==> src/rtl/stack_seq64_pkg.sv <==
// stack_seq64_pkg: state encoding, error codes and stack bounds for the 64-bit stack sequencer
package stack_seq64_pkg;
    localparam logic [31:0] SP_TOP_DEF = 32'h3FF;
    localparam logic [31:0] SP_FLOOR_DEF = 32'h200;
    typedef enum logic [2:0] {S_IDLE, S_PSH_HI, S_PSH_LO, S_POP_LO, S_POP_HI, S_DONE} state_t;
    typedef enum logic [1:0] {ERR_OK = 2'b00, ERR_OVF = 2'b01, ERR_UNF = 2'b10, ERR_TMO = 2'b11} err_t;
endpackage

==> src/rtl/stack_seq64_if.sv <==
// stack_seq64_if: 32-bit word memory beat bus between the sequencer and the memory port
interface stack_seq64_if #(parameter int ADDR_W = 32);
    logic req;
    logic we;
    logic ack;
    logic [ADDR_W-1:0] addr;
    logic [31:0] wdata;
    logic [31:0] rdata;
    modport master(output req, we, addr, wdata, input rdata, ack);
    modport slave(input req, we, addr, wdata, output rdata, ack);
endinterface

==> src/rtl/stack_seq64_beat_timer.sv <==
// stack_seq64_beat_timer: counts cycles a memory beat waits for ack and flags expiry
module stack_seq64_beat_timer #(parameter int TIMEOUT = 16) (
    input  logic clk,
    input  logic rst_n,
    input  logic clr,
    input  logic en,
    output logic expired
);
    localparam int W = $clog2(TIMEOUT + 1);
    logic [W-1:0] cnt;
    always_ff @(posedge clk or negedge rst_n)
        if (!rst_n) cnt <= '0;
        else cnt <= clr ? '0 : en ? cnt + 1'b1 : cnt;
    // The first waiting cycle sees cnt=0, so TIMEOUT-1 marks the last allowed cycle
    assign expired = cnt == W'(TIMEOUT - 1);
endmodule

==> src/rtl/stack_seq64.sv <==
// stack_seq64: moves 64-bit operands to/from a 32-bit word stack as two beats,
// steering the external SP register and reporting overflow, underflow and timeout.
module stack_seq64
    import stack_seq64_pkg::*;
#(
    parameter int ADDR_W = 32,
    parameter logic [31:0] SP_TOP = SP_TOP_DEF,
    parameter logic [31:0] SP_FLOOR = SP_FLOOR_DEF,
    parameter int TIMEOUT = 16
) (
    input  logic clk,
    input  logic rst_n,
    input  logic push_req,
    input  logic pop_req,
    input  logic [63:0] push_data,
    output logic [63:0] pop_data,
    output logic busy,
    output logic done,
    output logic [1:0] err,
    input  logic [31:0] sp_val,
    output logic sp_oe,
    output logic sp_inc,
    output logic sp_dec,
    stack_seq64_if.master mem
);
    state_t state;
    logic [63:0] operand;
    logic beat, ack, expired, ovf, unf, rej;
    assign beat = state inside {S_PSH_HI, S_PSH_LO, S_POP_LO, S_POP_HI};
    assign ack = beat && mem.ack;
    assign ovf = sp_val < SP_FLOOR + 32'd2;
    assign unf = sp_val > SP_TOP - 32'd2;
    assign rej = push_req ? ovf : unf;
    assign sp_oe = state != S_IDLE || push_req || pop_req;
    // SP moves on the same edge as the state change so each beat addresses the updated SP
    assign sp_dec = (state == S_IDLE && push_req && !ovf) || (state == S_PSH_HI && ack);
    assign sp_inc = (state == S_POP_LO || state == S_POP_HI) && ack;
    assign mem.req = beat;
    assign mem.we = state == S_PSH_HI || state == S_PSH_LO;
    assign mem.addr = beat ? sp_val[ADDR_W-1:0] : '0;
    assign mem.wdata = state == S_PSH_HI ? operand[63:32] : state == S_PSH_LO ? operand[31:0] : '0;
    stack_seq64_beat_timer #(.TIMEOUT(TIMEOUT)) u_timer (
        .clk(clk),
        .rst_n(rst_n),
        .clr(!beat || ack),
        .en(beat && !ack),
        .expired(expired)
    );
    always_ff @(posedge clk or negedge rst_n)
        if (!rst_n) begin
            state <= S_IDLE;
            busy <= 1'b0;
            done <= 1'b0;
            err <= ERR_OK;
            operand <= '0;
            pop_data <= '0;
        end else begin
            done <= 1'b0;
            case (state)
                S_IDLE:
                    if (push_req || pop_req) begin
                        err <= rej ? (push_req ? ERR_OVF : ERR_UNF) : ERR_OK;
                        done <= rej;
                        busy <= !rej;
                        state <= rej ? S_DONE : push_req ? S_PSH_HI : S_POP_LO;
                        if (push_req && !ovf) operand <= push_data;
                    end
                S_PSH_HI, S_PSH_LO, S_POP_LO, S_POP_HI:
                    if (ack) begin
                        if (state == S_POP_LO) pop_data[31:0] <= mem.rdata;
                        if (state == S_POP_HI) pop_data[63:32] <= mem.rdata;
                        done <= state == S_PSH_LO || state == S_POP_HI;
                        busy <= state == S_PSH_HI || state == S_POP_LO;
                        state <= state == S_PSH_HI ? S_PSH_LO : state == S_POP_LO ? S_POP_HI : S_DONE;
                    end else if (expired) begin
                        err <= ERR_TMO;
                        done <= 1'b1;
                        busy <= 1'b0;
                        state <= S_DONE;
                    end
                default: state <= S_IDLE;
            endcase
        end
endmodule

==> src/flat_wrapper.sv <==
// flat-port wrapper written by rule: the top's interface ports become plain ports
module stack_seq64_flat import stack_seq64_pkg::*;
#(
    parameter int ADDR_W = 32,
    parameter logic [31:0] SP_TOP = SP_TOP_DEF,
    parameter logic [31:0] SP_FLOOR = SP_FLOOR_DEF,
    parameter int TIMEOUT = 16
)
  (clk, rst_n, push_req, pop_req, push_data, pop_data, busy, done, err, sp_val, sp_oe, sp_inc, sp_dec, mem_req, mem_we, mem_addr, mem_wdata, mem_rdata, mem_ack);
  stack_seq64_if #(.ADDR_W(ADDR_W)) mem_i ();
  input  logic clk;
  input  logic rst_n;
  input  logic push_req;
  input  logic pop_req;
  input  logic [63:0] push_data;
  output logic [63:0] pop_data;
  output logic busy;
  output logic done;
  output logic [1:0] err;
  input  logic [31:0] sp_val;
  output logic sp_oe;
  output logic sp_inc;
  output logic sp_dec;
  output wire logic [$bits(mem_i.req)-1:0] mem_req;
  output wire logic [$bits(mem_i.we)-1:0] mem_we;
  output wire logic [$bits(mem_i.addr)-1:0] mem_addr;
  output wire logic [$bits(mem_i.wdata)-1:0] mem_wdata;
  input wire logic [$bits(mem_i.rdata)-1:0] mem_rdata;
  input wire logic [$bits(mem_i.ack)-1:0] mem_ack;
  assign mem_req = mem_i.req;
  assign mem_we = mem_i.we;
  assign mem_addr = mem_i.addr;
  assign mem_wdata = mem_i.wdata;
  assign mem_i.rdata = mem_rdata;
  assign mem_i.ack = mem_ack;
  stack_seq64 #(.ADDR_W(ADDR_W), .SP_TOP(SP_TOP), .SP_FLOOR(SP_FLOOR), .TIMEOUT(TIMEOUT)) u_core (.clk(clk), .rst_n(rst_n), .push_req(push_req), .pop_req(pop_req), .push_data(push_data), .pop_data(pop_data), .busy(busy), .done(done), .err(err), .sp_val(sp_val), .sp_oe(sp_oe), .sp_inc(sp_inc), .sp_dec(sp_dec), .mem(mem_i));
endmodule
==> config.mk <==
export PLATFORM = sky130hd
export DESIGN_NAME = stack_seq64_flat
export DESIGN_NICKNAME = d
export VERILOG_FILES = /design/src/rtl/stack_seq64_pkg.sv /design/src/rtl/stack_seq64_if.sv /design/src/rtl/stack_seq64_beat_timer.sv /design/src/rtl/stack_seq64.sv /design/src/flat_wrapper.sv
export SDC_FILE = /design/constraint.sdc
export NUM_CORES = 1
export LEC_CHECK = 0
export ABC_AREA = 1
export CAP_MARGIN = 20
export CORE_UTILIZATION = 43
export CTS_CLUSTER_SIZE = 30
export DETAILED_ROUTE_END_ITERATION = 8
export PLACE_DENSITY = 0.81
export SYNTH_ARGS = -nofsm -noshare
export SYNTH_HDL_FRONTEND = slang
export SYNTH_HIERARCHICAL = 1
export SYNTH_SLANG_ARGS = --single-unit
==> constraint.sdc <==
create_clock -name clk -period 2.8 [get_ports clk]
set_input_delay 0.84 -clock clk [delete_from_list [all_inputs] [get_ports clk]]
set_output_delay 0.84 -clock clk [all_outputs]
set_load 0.005 [all_outputs]
Word-level counts from Yosys, hierarchy flattened
Cells that the tools add are included.
- word-level logic and storage cells: 80
- input port bits: 133
- output and inout port bits: 137
- flip-flop bits (word level): 140
- multiplexer cells: 28
- reductions and logical operators: 32
- magnitude comparators: 2
- $add $sub $neg: 1
- eq/ne operators: 9
- operators with widths (kind ; count):
    $mux W32 ; 3
    $gt A32 B10 Y1 const B ; 1
    $lt A32 B10 Y1 const B ; 1
    $mux W3 ; 5
    $mux W2 ; 6
    $reduce_and A3 Y1 ; 4
    $mux W5 ; 2
    $logic_or A1 B1 Y1 ; 9
    $mux W1 ; 8
    $logic_and A1 B1 Y1 ; 7
    $eq A3 B2 Y1 const B ; 2
    $pmux W3 S2 ; 1
    $add A5 B1 Y5 const B ; 1
    $eq A5 B4 Y1 const B ; 1
    $logic_not A1 Y1 ; 4
    $ne A2 B2 Y1 const B ; 2
    $pmux W1 S2 ; 2
    $pmux W2 S2 ; 1
    $reduce_and A4 Y1 ; 1
    $reduce_bool A2 Y1 ; 2
    $reduce_bool A4 Y1 ; 1
    $reduce_or A4 Y1 ; 1
    $eq A3 B1 Y1 const B ; 1
    $eq A3 B3 Y1 const B ; 1
    other kinds (5) ; 5

Longest topological paths before layout
- word-level depth: 7
- depth in mapped cells: 12
- mapped depth without buffers: 12

By module
Netlist, hierarchy kept.
- by module, submodules not included (module ; area an instance (µm²) ; cells an instance ; instances ; seq. area each (µm²)):
    stack_seq64 ; 6123.4 ; 652 ; 1 ; 3378.2
    stack_seq64_beat_timer ; 264.0 ; 31 ; 1 ; 125.1

Least setup slack after synthesis
Ideal clock, no wire load.
- path type: input -> output
- start: input sp_val[13]
- end: output sp_dec
- stages on the path: 8
- buffers on the path: 2
- data arrival time: 1769 ps
- required time: 1960 ps
- setup slack: 191 ps
- path through: nor2_1 nand2_1 nor2_1 nand3_1 o21ai_2 buf_4 buf_4 nand2_1
- word-level cells in the longest chain between the ends: 4
- ends and longest elaborated chain (item ; RTL line ; source):
    from (decl) ; flat_wrapper.sv:20 ; input logic [31:0] sp_val;
    $lt A32 B10 Y1 ; stack_seq64.sv:31 ; assign ovf = sp_val < SP_FLOOR + 32'd2;
    $logic_not A1 Y1 ; stack_seq64.sv:36 ; assign sp_dec = (state == S_IDLE && push_req && !ovf) || (state == S_PSH_HI && ack);
    $logic_and A1 B1 Y1 ; stack_seq64.sv:36 ;
    $logic_or A1 B1 Y1 ; stack_seq64.sv:36 ;
    to (decl) ; flat_wrapper.sv:23 ; output logic sp_dec;
Every way passes these cells.

Final worst setup path
- start: input sp_val[12]
- end: output sp_dec
Same word-level chain as after synthesis.

==> metrics.txt <==
DP HPWL 12,500 um; #FFs+latches synth 140; Fin Clk Skew 8.40 ps; Pwr Density 1040 nW/um2; Worst Setup SP sp_val[12]; required time worst endpoint 1960 ps; r2r startpoint u_core/state[1]; clock power share 0.221; syn nets 818; Tmin final 2790 ps; Die ar. 15,300 um2; Yosys top cell area share 0.548; endpoints failing setup 0; WP buf/inv 2; cell taking the most area after synthesis dfrtp_1; Fin. Hold Viols 0; # H-tree levels 4; Mapped Cells 683; Area contributors post-synth dfrtp_1 (55%), inv_1 (6.7%), mux2_2 (5.8%); Max Fclk 358 MHz; Yosys warning count 6; dpl cells 1,130; clock-pin slew on the worst setup and hold paths 60 ps; CP Launch Type primary input; CP max FO 2; Synth Area in Adders 0.00392; Mean Syn Cell Area 9.35 um2; clock sinks 140; Post-synth top cells dfrtp_1 (140), inv_1 (114), nor2_1 (96); crit-path max cell delay 250 ps; CTS tree yes; P&R area growth vs syn 60.8%; R2R cell count 10; # DRC 0; CP Capture Point sp_dec; max cap viols 0; Nets 1,117; Flop pwr share 0.320; most frequent cell after synthesis dfrtp_1; wire per inst 14.8 um; combinational share of power 0.459; simple-gate share of the synthesized area 0.143; TritonRoute pass-1 iters 4; pins over their slew limit 0; switching share of power 0.338; initial antenna violation count 1; Vias/cell 4.83; Worst Path Class, Setup primary input to output pin; WL final 17,400 um; Critical Path End Type output pin; die width 124 um; post-route cell area 10,300 um2; final worst setup slack 5.19 ps; reg2reg end u_core/operand[60]; reg2reg setup slack 580 ps; vias in the first global route 5,484; Total GRT Usage 0.232; CTS max path bufs 2; clock root buffer clkbuf_16; Num CTS Buffers 17; library cells used by synthesis 27; Routed Antenna Nets 0; GRT Residual Overflow 0; RSZ-0062 raised after global routing yes; compound-cell area share of the yosys netlist 0.0934; crit-path cells dlygate4sd2_1 -> nor2_1 -> nand2_1 -> nor2_4 -> nand3_4 -> o21ai_4 -> nand2_2 -> buf_6; crit share post-route 0.998; VDD IR max 0.000463 V; Post-Place Worst Slack -624 ps; die height 124 um; Fillers 1,106; worst-margin pin slew 517 ps; Iter 0 DRT Violations 326; Power Total 10.7 mW; leakage 5.23 nW; Cell Area, Placed 9370 um2; I/O Pins 270; Synth Area in XOR/XNOR 0; CP Depth 8; Initial Utilization 0.439; GP Congestion 0.807; outcome complete, no violations; Core ar. 14,500 um2; post-synthesis sequential area ratio 0.548; Synth async-reset ratio 1.00; first-pass GRT wire length 27,000 um; worst hold-check path type primary input to asynchronous set/reset pin; Psw 3.61 mW; DR vias 5,703; PortBufs 269; Clk Latency, worst-skew pair 420 ps; largest family of logic cells by synthesized area simple AND/OR/NAND/NOR gates; num rows 44; mux cell area share after synthesis 0.113; Post-Layout Cell Count 1,180; Slew HR 0.655; cell area after synthesis 6390 um2; Internal 7.08 mW; share of cells above drive strength 1 0.161; Post-synth EDFFs 0; main flop type after synthesis dfrtp_1; CP max-delay cell dlygate4sd2_1; Data arrival, critical path 1950 ps; cell family with most CP delay simple AND/OR/NAND/NOR gates; pin count of the biggest net entering global routing 78
[sequential cells by signal, indices dropped and copies added, names as in the netlist]
| register | count |
|---|---|
| u_core/done | 1 |
| u_core/u_timer/cnt | 5 |
| u_core/pop_data | 64 |
| u_core/operand | 64 |
| u_core/state | 3 |
| u_core/err | 2 |
| u_core/busy | 1 |
[power groups by stage]
stage	sequential, mW	combinational [mW]	clock (mW)
2_1_floorplan	3.40	2.09	0
3_3_place_gp	3.38	4.83	0
3_5_place_dp	3.44	4.90	0
4_1_cts	3.42	4.89	2.41
5_1_grt	3.54	5.41	2.52
6_report	3.42	4.90	2.36
[layout make-up]
| class | instances | area (um2) | share of cell area |
|---|---|---|---|
| tap | 184 | 230 | 0.0224 |
| inverter | 117 | 449 | 0.0437 |
| clock inverter | 15 | 205 | 0.0200 |
| timing repair buffer | 312 | 3080 | 0.300 |
| antenna | 1 | 2.50 | 0.000244 |
| clock buffer | 17 | 425 | 0.0414 |
| multi-input combinational | 394 | 2370 | 0.231 |
| sequential | 140 | 3510 | 0.341 |
[stage by stage]
step / util / setup TNS, ps / hold slack (ps)
CTS: 0.695 / -223 / 352
detailed placement: 0.644 / -18650 / 476
global route: 0.707 / -28.9 / 361
global placement: 0.644 / -14580 / 469
floorplan: - / 0 / 453
finish: 0.707 / 0 / 346
[cells in the final DEF, fill, tap and decap left out, drive strengths merged, types with 3 or more instances in the layout]
cell type	netlist	final
buf	20	45
o21ai	70	70
clkinv	0	4
bufinv	0	3
nand3	41	41
clkdlybuf4s50	0	168
nand2	72	72
nor2	100	100
dlymetal6s2s	0	24
nor3	4	4
a21oi	35	35
dlygate4sd2	0	69
clkbuf	12	21
dfrtp	140	140
inv	117	123
mux2	64	64
[worst register-to-register path: cells and delay by family (launching register included)]
kind / cells / cell delay, ps
and+or+nand+nor: 4 / 350
DFF: 1 / 400
buffers and inverters: 4 / 1170
AOI/OAI and AO/OA: 2 / 230
[cells by family (layout without fill, tap and decap cells)]
family | Yosys count | after routing
AOI/OAI and AO/OA | 109 | 109
adders and majority gates | 2 | 2
buffers and inverters | 149 | 461
DFF | 140 | 140
muxes | 64 | 64
other | 0 | 1
and+or+nand+nor | 219 | 219
[per-layer routing]
metal,share of wire,track usage,up-vias,wire (um)
met5,0,0,-,0
met4,0.022,0.0934,0,382
met3,0.081,0.0646,30,1410
met2,0.49,0.383,226,8560
met1,0.41,0.286,2674,7060
li1,-,-,2773,-
[repair_timing]
item	CTS	global route
pin swaps	13	27
endpoints found under the setup margin	88	37
hold buffers	0	0
gates resized for setup	112	51
endpoints found under the hold margin	0	0
setup buffers	10	6
gates cloned	1	0
[how the worst min path moves through the flow]
| stage | end | slack (ps) | cells past startpoint |
|---|---|---|---|
| 2_1_floorplan | u_core/u_timer/cnt[4] | 450 | 2 |
| 5_1_grt | u_core/operand[16] | 360 | 1 |
| 6_report | u_core/operand[16] | 350 | 1 |
| 3_5_place_dp | u_core/pop_data[61] | 480 | 1 |
| 4_1_cts | u_core/operand[50] | 350 | 1 |
| 3_3_place_gp | u_core/pop_data[61] | 470 | 1 |
No activity file was read; power rests on OpenSTA's default activity.
